==> config.mk <==
export PLATFORM = sky130hd
export DESIGN_NAME = life_stepper
export DESIGN_NICKNAME = d
export VERILOG_FILES = /design/src/rtl/life_stepper_pkg.sv /design/src/rtl/life_stepper_eval.sv /design/src/rtl/life_stepper.sv
export SDC_FILE = /design/constraint.sdc
export NUM_CORES = 1
export LEC_CHECK = 0
export BUFFER_PORTS_ARGS = -buffer_cell sky130_fd_sc_hd__buf_2
export CAP_MARGIN = 25
export CORE_UTILIZATION = 35
export CTS_BUF_LIST = sky130_fd_sc_hd__clkbuf_8
export DETAILED_ROUTE_END_ITERATION = 8
export PLACE_DENSITY_LB_ADDON = 0.1
export SLEW_MARGIN = 10
export SYNTH_ARGS = -nofsm -noshare
export SYNTH_HDL_FRONTEND = slang
export SYNTH_HIERARCHICAL = 1
export SYNTH_SLANG_ARGS = --single-unit
==> constraint.sdc <==
create_clock -name clk_130mhz -period 6.96 [get_ports clk_130mhz]
set_input_delay 0.696 -clock clk_130mhz [delete_from_list [all_inputs] [get_ports clk_130mhz]]
set_output_delay 0.696 -clock clk_130mhz [all_outputs]
set_load 0.01 [all_outputs]
==> src/rtl/life_stepper_pkg.sv <==
// Shared board geometry, word/position types and the stepper state encoding
// for the Game of Life generation engine.
package life_stepper_pkg;

    localparam int BOARD_SIZE        = 32;
    localparam int LOG_BOARD_SIZE    = 5;
    localparam int WORD_SIZE         = 16;
    localparam int LOG_WORD_SIZE     = 4;
    localparam int WORDS_PER_ROW     = BOARD_SIZE / WORD_SIZE;
    localparam int LOG_WORDS_PER_ROW = LOG_BOARD_SIZE - LOG_WORD_SIZE;
    localparam int LOG_MAX_ADDR      = LOG_BOARD_SIZE + LOG_WORDS_PER_ROW;
    localparam int NUM_WORDS         = BOARD_SIZE * WORDS_PER_ROW;

    typedef logic [LOG_BOARD_SIZE-1:0]    pos_t;
    typedef logic [LOG_WORDS_PER_ROW-1:0] word_idx_t;
    typedef logic [WORD_SIZE-1:0]         word_t;
    typedef logic [LOG_MAX_ADDR-1:0]      addr_t;

    typedef enum logic [2:0] {
        ST_IDLE  = 3'd0,
        ST_FETCH = 3'd1,
        ST_WAIT  = 3'd2,
        ST_EVAL  = 3'd3,
        ST_WRITE = 3'd4,
        ST_DONE  = 3'd5
    } stepper_state_t;

    // Both dimensions are powers of two, so row-major addressing is a concatenation.
    function automatic addr_t word_addr(input pos_t row, input word_idx_t w);
        return {row, w};
    endfunction

    function automatic logic [3:0] popcount8(input logic [7:0] v);
        logic [3:0] c;
        c = '0;
        for (int b = 0; b < 8; b++) begin
            c = c + {3'b000, v[b]};
        end
        return c;
    endfunction

endpackage

==> src/rtl/life_stepper_eval.sv <==
// Combinational next-generation evaluation of one centre word from its
// 3x3 word neighbourhood (B3/S23), with cross-word edge neighbours.
module life_word_eval
    import life_stepper_pkg::*;
(
    input  word_t [2:0][2:0] nbr_i,
    output word_t            next_o
);

    // Each row extended by one cell on each side: {left word LSB, centre, right word MSB}.
    logic [WORD_SIZE+1:0] ext [3];

    for (genvar r = 0; r < 3; r++) begin : g_row
        assign ext[r] = {nbr_i[r][0][0], nbr_i[r][1], nbr_i[r][2][WORD_SIZE-1]};
    end

    for (genvar i = 0; i < WORD_SIZE; i++) begin : g_bit
        logic [3:0] cnt;
        logic       alive;

        assign alive  = ext[1][i+1];
        assign cnt    = popcount8({ext[0][i+2], ext[0][i+1], ext[0][i],
                                   ext[1][i+2],              ext[1][i],
                                   ext[2][i+2], ext[2][i+1], ext[2][i]});
        assign next_o[i] = (cnt == 4'd3) | (alive & (cnt == 4'd2));
    end

endmodule

==> src/rtl/life_stepper.sv <==
// Walks the board word by word: fetches 9 neighbour words, evaluates one
// result word and writes it to the destination buffer, then pulses done.
module life_stepper
    import life_stepper_pkg::*;
#(
    parameter int READ_LATENCY = 2,
    parameter int GEN_WIDTH    = 16
) (
    input  logic                 clk_130mhz,
    input  logic                 rst_in,
    input  logic                 start_in,
    input  logic [WORD_SIZE-1:0] data_r_in,
    output logic [LOG_MAX_ADDR-1:0] addr_r_out,
    output logic [LOG_MAX_ADDR-1:0] addr_w_out,
    output logic [WORD_SIZE-1:0] data_w_out,
    output logic                 we_out,
    output logic                 busy_out,
    output logic                 done_out,
    output logic [GEN_WIDTH-1:0] gen_count_out,
    output stepper_state_t       state_out
);

    localparam int WAIT_W = $clog2(READ_LATENCY + 1);

    stepper_state_t state_q, state_d;

    pos_t                 row_q, row_d;
    word_idx_t            w_q, w_d;
    logic [1:0]           frow_q, frow_d;
    logic [1:0]           fcol_q, fcol_d;
    logic [WAIT_W-1:0]    wait_q, wait_d;
    word_t                result_q, result_d;
    logic [GEN_WIDTH-1:0] gen_q, gen_d;

    // Read-return tracking: a valid bit and neighbour slot per outstanding read.
    logic [READ_LATENCY-1:0] vld_q;
    logic [3:0]              tag_q [READ_LATENCY];
    word_t [2:0][2:0]        nbr_q;

    word_t     eval_word;
    pos_t      fetch_row;
    word_idx_t fetch_w;
    logic      fetching;
    logic      last_word;

    life_word_eval u_eval (
        .nbr_i  (nbr_q),
        .next_o (eval_word)
    );

    assign fetching  = (state_q == ST_FETCH);
    assign last_word = (row_q == pos_t'(BOARD_SIZE - 1)) &&
                       (w_q == word_idx_t'(WORDS_PER_ROW - 1));

    // Offsets of -1/0/+1 wrap naturally because both dimensions are powers of two.
    assign fetch_row = row_q + pos_t'(frow_q) - pos_t'(1);
    assign fetch_w   = w_q + word_idx_t'(fcol_q) - word_idx_t'(1);

    always_ff @(posedge clk_130mhz) begin
        if (rst_in) begin
            state_q <= ST_IDLE;
        end else begin
            state_q <= state_d;
        end
    end

    always_comb begin
        state_d  = state_q;
        row_d    = row_q;
        w_d      = w_q;
        frow_d   = frow_q;
        fcol_d   = fcol_q;
        wait_d   = wait_q;
        result_d = result_q;
        gen_d    = gen_q;

        case (state_q)
            ST_IDLE: begin
                if (start_in) begin
                    row_d   = '0;
                    w_d     = '0;
                    frow_d  = '0;
                    fcol_d  = '0;
                    state_d = ST_FETCH;
                end
            end
            ST_FETCH: begin
                if (fcol_q == 2'd2) begin
                    fcol_d = '0;
                    if (frow_q == 2'd2) begin
                        frow_d  = '0;
                        wait_d  = '0;
                        state_d = ST_WAIT;
                    end else begin
                        frow_d = frow_q + 2'd1;
                    end
                end else begin
                    fcol_d = fcol_q + 2'd1;
                end
            end
            ST_WAIT: begin
                if (wait_q == WAIT_W'(READ_LATENCY - 1)) begin
                    state_d = ST_EVAL;
                end else begin
                    wait_d = wait_q + WAIT_W'(1);
                end
            end
            ST_EVAL: begin
                result_d = eval_word;
                state_d  = ST_WRITE;
            end
            ST_WRITE: begin
                if (last_word) begin
                    gen_d   = gen_q + GEN_WIDTH'(1);
                    state_d = ST_DONE;
                end else begin
                    w_d = w_q + word_idx_t'(1);
                    if (w_q == word_idx_t'(WORDS_PER_ROW - 1)) begin
                        row_d = row_q + pos_t'(1);
                    end
                    state_d = ST_FETCH;
                end
            end
            ST_DONE: begin
                state_d = ST_IDLE;
            end
            default: begin
                state_d = ST_IDLE;
            end
        endcase
    end

    always_ff @(posedge clk_130mhz) begin
        if (rst_in) begin
            row_q    <= '0;
            w_q      <= '0;
            frow_q   <= '0;
            fcol_q   <= '0;
            wait_q   <= '0;
            result_q <= '0;
            gen_q    <= '0;
            vld_q    <= '0;
            nbr_q    <= '0;
            for (int s = 0; s < READ_LATENCY; s++) begin
                tag_q[s] <= '0;
            end
        end else begin
            row_q    <= row_d;
            w_q      <= w_d;
            frow_q   <= frow_d;
            fcol_q   <= fcol_d;
            wait_q   <= wait_d;
            result_q <= result_d;
            gen_q    <= gen_d;
            vld_q[0] <= fetching;
            tag_q[0] <= {frow_q, fcol_q};
            for (int s = 1; s < READ_LATENCY; s++) begin
                vld_q[s] <= vld_q[s-1];
                tag_q[s] <= tag_q[s-1];
            end
            if (vld_q[READ_LATENCY-1]) begin
                nbr_q[tag_q[READ_LATENCY-1][3:2]][tag_q[READ_LATENCY-1][1:0]] <= data_r_in;
            end
        end
    end

    assign addr_r_out    = fetching ? word_addr(fetch_row, fetch_w) : '0;
    assign we_out        = (state_q == ST_WRITE);
    assign addr_w_out    = we_out ? word_addr(row_q, w_q) : '0;
    assign data_w_out    = we_out ? result_q : '0;
    assign busy_out      = (state_q == ST_FETCH) || (state_q == ST_WAIT) ||
                           (state_q == ST_EVAL)  || (state_q == ST_WRITE);
    assign done_out      = (state_q == ST_DONE);
    assign gen_count_out = gen_q;
    assign state_out     = state_q;

endmodule

Word level (Yosys, flattened, before mapping)
Memories as Yosys holds them, arrays and structs flattened. Cells that the tools add are included.

Output and inout port bits: 50. Memories: 1. Input bits: 19. Bits in read-only memories: 0. Bits in latches: 0. Bits in registers: 193. RAM bits: 8. Logic and storage cells: 280.

Memories: tag_q (depth 2, bits a word 4, read ports 2, clocked after memory_dff 0, write ports 2, line life_stepper.sv:37) `logic [3:0] tag_q [READ_LATENCY];`.

Reduce and logical (&&, ||, !) cells: 17. Multiply operators: 0. Equality and inequality tests: 48. $add $sub $neg: 122. Div/mod/pow operators: 0. Muxes and demuxes: 36. Bitwise gates (word level): 34. Magnitude comparators: 4. Shift operators: 0.

Operator list (number): $add A4 B1 Y4 (96); $bwmux W144 (1); $eq A4 B2 Y1 const B (32); $demux W48 S2 (1); $mux W48 (1); $add A1 B1 Y2 (16); $demux W16 S2 (1); $mux W16 (2); $or A1 B1 Y1 (18); $add A16 B1 Y16 const B (1); $and A1 B1 Y1 (16); $mux W3 (5); $mux W5 (3); $pmux W3 S5 (1); $mux W2 (7); $mux W6 (2); $pmux W2 S2 (3); $reduce_and A4 Y1 (3); $pmux W5 S2 (1); $mux W4 (2); $ne A2 B2 Y1 const B (4); $add A2 B1 Y2 const B (3); $eq A3 B2 Y1 const B (2); $eq A3 B3 Y1 const B (2); 21 further kinds (38).

Logic depth before layout (Yosys ltp)
Depth in word-level cells: 10. Gate-level depth with buffers: 11. Gate-level depth less buffers: 11.

By module
Netlist, hierarchy kept.

By module, submodules not included: life_stepper (sequential area each 4023.9 um^2, times used 1, cells each 916, area an instance 7830.0 um^2); life_word_eval (sequential area each 0.0 um^2, times used 1, cells each 299, area an instance 2703.8 um^2).

Least setup slack after synthesis
No wires, ideal clock.

Kind: register -> register. From: register nbr_q[24] (netlist name). To: register result_q[9]. Stages on the path, launching flop included: 12. Data required time: 6.890 ns. Path buffers: 0. Setup time: 0.070 ns. Data arrival time: 3.040 ns. Path slack: 3.850 ns. Clock period less this slack: 3.110 ns. Cell sequence: dfxtp_1 -> inv_1 -> fa_1 -> fa_1 -> fa_1 -> inv_1 -> ha_1 -> fa_1 -> or2_1 -> a21oi_1 -> nand2_1 -> a21oi_1.

Word-level cells in the longest chain between the ends: 6. Elaborated cells between the ends (all ways): 7. Classes of those cells: add/sub: 3; eq/ne: 2; bitwise: 2.

Ends and longest elaborated chain: start, declared (line life_stepper.sv:38) `word_t [2:0][2:0] nbr_q;`; start signal, assigned by index (line life_stepper.sv:162) `nbr_q[tag_q[READ_LATENCY-1][3:2]][tag_q[READ_LATENCY-1][1:0]] <= data_r_in;`; $add A4 B1 Y4 * (3 in a row) (line life_stepper_pkg.sv:37) `c = c + {3'b000, v[b]};`; $eq A4 B2 Y1 (line life_stepper_eval.sv:25) `assign next_o[i] = (cnt == 4'd3) | (alive & (cnt == 4'd2));`; $and A1 B1 Y1 (line life_stepper_eval.sv:25); $or A1 B1 Y1 * (line life_stepper_eval.sv:25); named net eval_word[9] (line life_stepper.sv:40) `word_t eval_word;`; end signal, assigned (line life_stepper.sv:153) `result_q <= result_d;`; end, declared (line life_stepper.sv:32) `word_t result_q, result_d;`.

The timed path passes the listed nets; every way through them passes the cells marked *. A chain may end at the register's enable or synchronous reset.

Worst setup path in the final report
From: register nbr_q[19] (netlist name). To: register result_q[4].

Same word-level chain as after synthesis.

==> impl_metrics.ini <==
[critical_path]
cpMostUsedCell = fa_1
max_stage_delay_ns = 0.56
endpoint_kind = flip-flop
r2r_slack_ns = 3.64
path_class = reg -> reg
worstSetupStartpointType = flip-flop
worstReg2RegEnd = result_q[4]$_SDFFE_PP0P_
worst-r2r-cell-count = 11
cpMaxStageDelayCell = fa_1
r2r_start = nbr_q[19]$_SDFFE_PP0P_
cp.required_ns = 7.29
cp.arrival_ns = 3.64
path_delay_family = adder cells
worstPathMaxFanout = 3
crit_buf_inv = 2
path_cells = inv_1 > fa_1 > fa_1 > fa_1 > inv_1 > ha_1 > fa_1 > or2_0 > a21oi_1 > nand2_1 > a21oi_1

[sta]
setup-violations-final = 0
tightest_slew_ns = 1.007
rsz0062_at_grt = false
fmax_mhz = 301.7
tns_ns = 0
period_minus_slack_ns = 3.315
skew_ns = 0.01172
drv_slew = 0
max_slew_margin = 0.3287
hold_ws_ns = 0.4512
hold_violations = 0
fin_crit_sh = 0.4763

[clock_network]
cts_tree = built
clk_latency_ns = 0.39
ctsHoldBuffers = 0
clockRootBuffer = clkbuf_8
cts_buffer_depth = 2
cts.clk_slew.worst_paths_ns = 0.11
cts_resized = 0
ctsHtreeMaxLevel = 3
cts_buffers = 9
clock-sinks = 111
post_cts_buffers = 0

[floorplanning]
initial_utilization = 0.3581
die_y_um = 148.7
rows = 53
core_um2 = 21020
io_pins = 69
die-area_um2 = 22100
chipWidth_um = 148.7

[yosys]
syn-num-nets = 1017
avgSynthCellArea_um2 = 8.603
synthCells = 875
syn_area_um2 = 7527
ys_warn_count = 6

[finish]
insertedDiodeCount = 0
fin_cells = 1175
layout-drive-gt1-share = 0.1122
multi_input_area_um2 = 4601
num-fill-cells = 2170
fin_nets = 1037
regArea_um2 = 2222
syn_to_final_growth_pct = 8.993

[global_route]
grt_overflow = 0
grt_use_total = 0.1624
grt_antenna_before_repair = 0
grt_max_degree = 78
grt_pass1_wl_mm = 28.06
grt_pass1_vias = 5396

[drt]
via_per_inst = 4.594
vias = 5398
drc = 0
wl_mm = 16.52
wl_per_cell_um = 14.06
dr.pass1.iters = 6
drtIter0Drc = 227
postRouteAntennaNets = 0

[power]
p_leak_nw = 3.676
p_total_w = 0.001127
clkPwrFrac = 0.374
irDropWorstVdd_mv = 0.07222
pwr-share-seq = 0.573
p_int_w = 0.0008401
p_sw_frac = 0.2542
p_switching_w = 0.0002864
p_comb_frac = 0.053
powerDensity_nw_per_um2 = 137.3

[place]
place_inst = 1158
dp_hpwl_mm = 11.86
port_buffers = 68
place_congestion = 0.7618

[run_status]
status = completed

[job]
cap_violations = 0

[hold_path]
min_to = tag_q[0][4]$_SDFF_PP0_
min_from = tag_q[0][0]$_SDFF_PP0_
hold_class = reg -> reg
hold_depth = 1
[metal layers]
layer / wire, um / up-vias / track usage
li1: - / 2811 / -
met1: 8220 / 2506 / 0.2225
met2: 7568 / 71 / 0.2600
met3: 585 / 10 / 0.03712
met4: 140 / 0 / 0.03351
met5: 0 / - / 0
[final cells by class]
cell class	instances	share of cell area
well taps	275	0.04194
inverters	122	0.05643
clock buffers	10	0.01678
clock inverters	6	0.008235
repair buffers	71	0.04499
multi-input cells	580	0.5608
flip-flops and latches	111	0.2709
[worst max-delay path by stage]
stage | slack [ns] | from | depth (start not counted) | end
after floorplan | 3.85 | nbr_q[24]$_SDFFE_PP0P_ | 11 | result_q[9]$_SDFFE_PP0P_
after global placement | 3.69 | nbr_q[25]$_SDFFE_PP0P_ | 11 | result_q[10]$_SDFFE_PP0P_
after global routing | 3.42 | nbr_q[66]$_SDFFE_PP0P_ | 11 | result_q[3]$_SDFFE_PP0P_
after CTS | 3.64 | nbr_q[25]$_SDFFE_PP0P_ | 11 | result_q[9]$_SDFFE_PP0P_
final | 3.64 | nbr_q[19]$_SDFFE_PP0P_ | 11 | result_q[4]$_SDFFE_PP0P_
after detailed placement | 3.66 | nbr_q[19]$_SDFFE_PP0P_ | 11 | result_q[4]$_SDFFE_PP0P_
[state kept, by name (all words and copies together), names as in the netlist]
register and count:
fcol_q 2, frow_q 2, gen_count_out 16, nbr_q 54
result_q 16, row_q 5, state_out 3, tag_q 8
vld_q 2, w_q 1, wait_q 2
[cells in the final DEF, fill, tap and decap left out, drive strengths merged, types with 25 or more instances in the layout]
| cell type | count |
|---|---|
| a21oi | 79 |
| buf | 71 |
| dfxtp | 111 |
| fa | 65 |
| ha | 58 |
| inv | 123 |
| mux2i | 38 |
| nand2 | 82 |
| nand3 | 25 |
| nor2 | 76 |
[power by group through the flow]
stage	registers, W	clock network [W]	logic, W
global placement	0.000660	0	0.0000611
finish	0.000645	0.000421	0.0000597
floorplan	0.000657	0	0.0000451
CTS	0.000646	0.000444	0.0000610
detailed placement	0.000660	0	0.0000607
global route	0.000647	0.000466	0.0000671
[stage by stage]
stage / area, um^2 / setup slack [ns] / util
2_1_floorplan: 7527 / 3.850 / -
3_3_place_gp: 7988 / 3.690 / 0.3800
3_5_place_dp: 7988 / 3.660 / 0.3800
4_1_cts: 8193 / 3.639 / 0.3897
5_1_grt: 8204 / 3.420 / 0.3903
6_report: 8204 / 3.645 / 0.3903
[worst register-to-register path: stages, from the launching register on]
cell     delay, ns
dfxtp_1       0.38
inv_1         0.10
fa_1          0.56
fa_1          0.43
fa_1          0.49
inv_1         0.04
ha_1          0.20
fa_1          0.38
or2_0         0.21
a21oi_1       0.25
nand2_1       0.08
a21oi_1       0.14
Power figures use the tool's default switching activity.
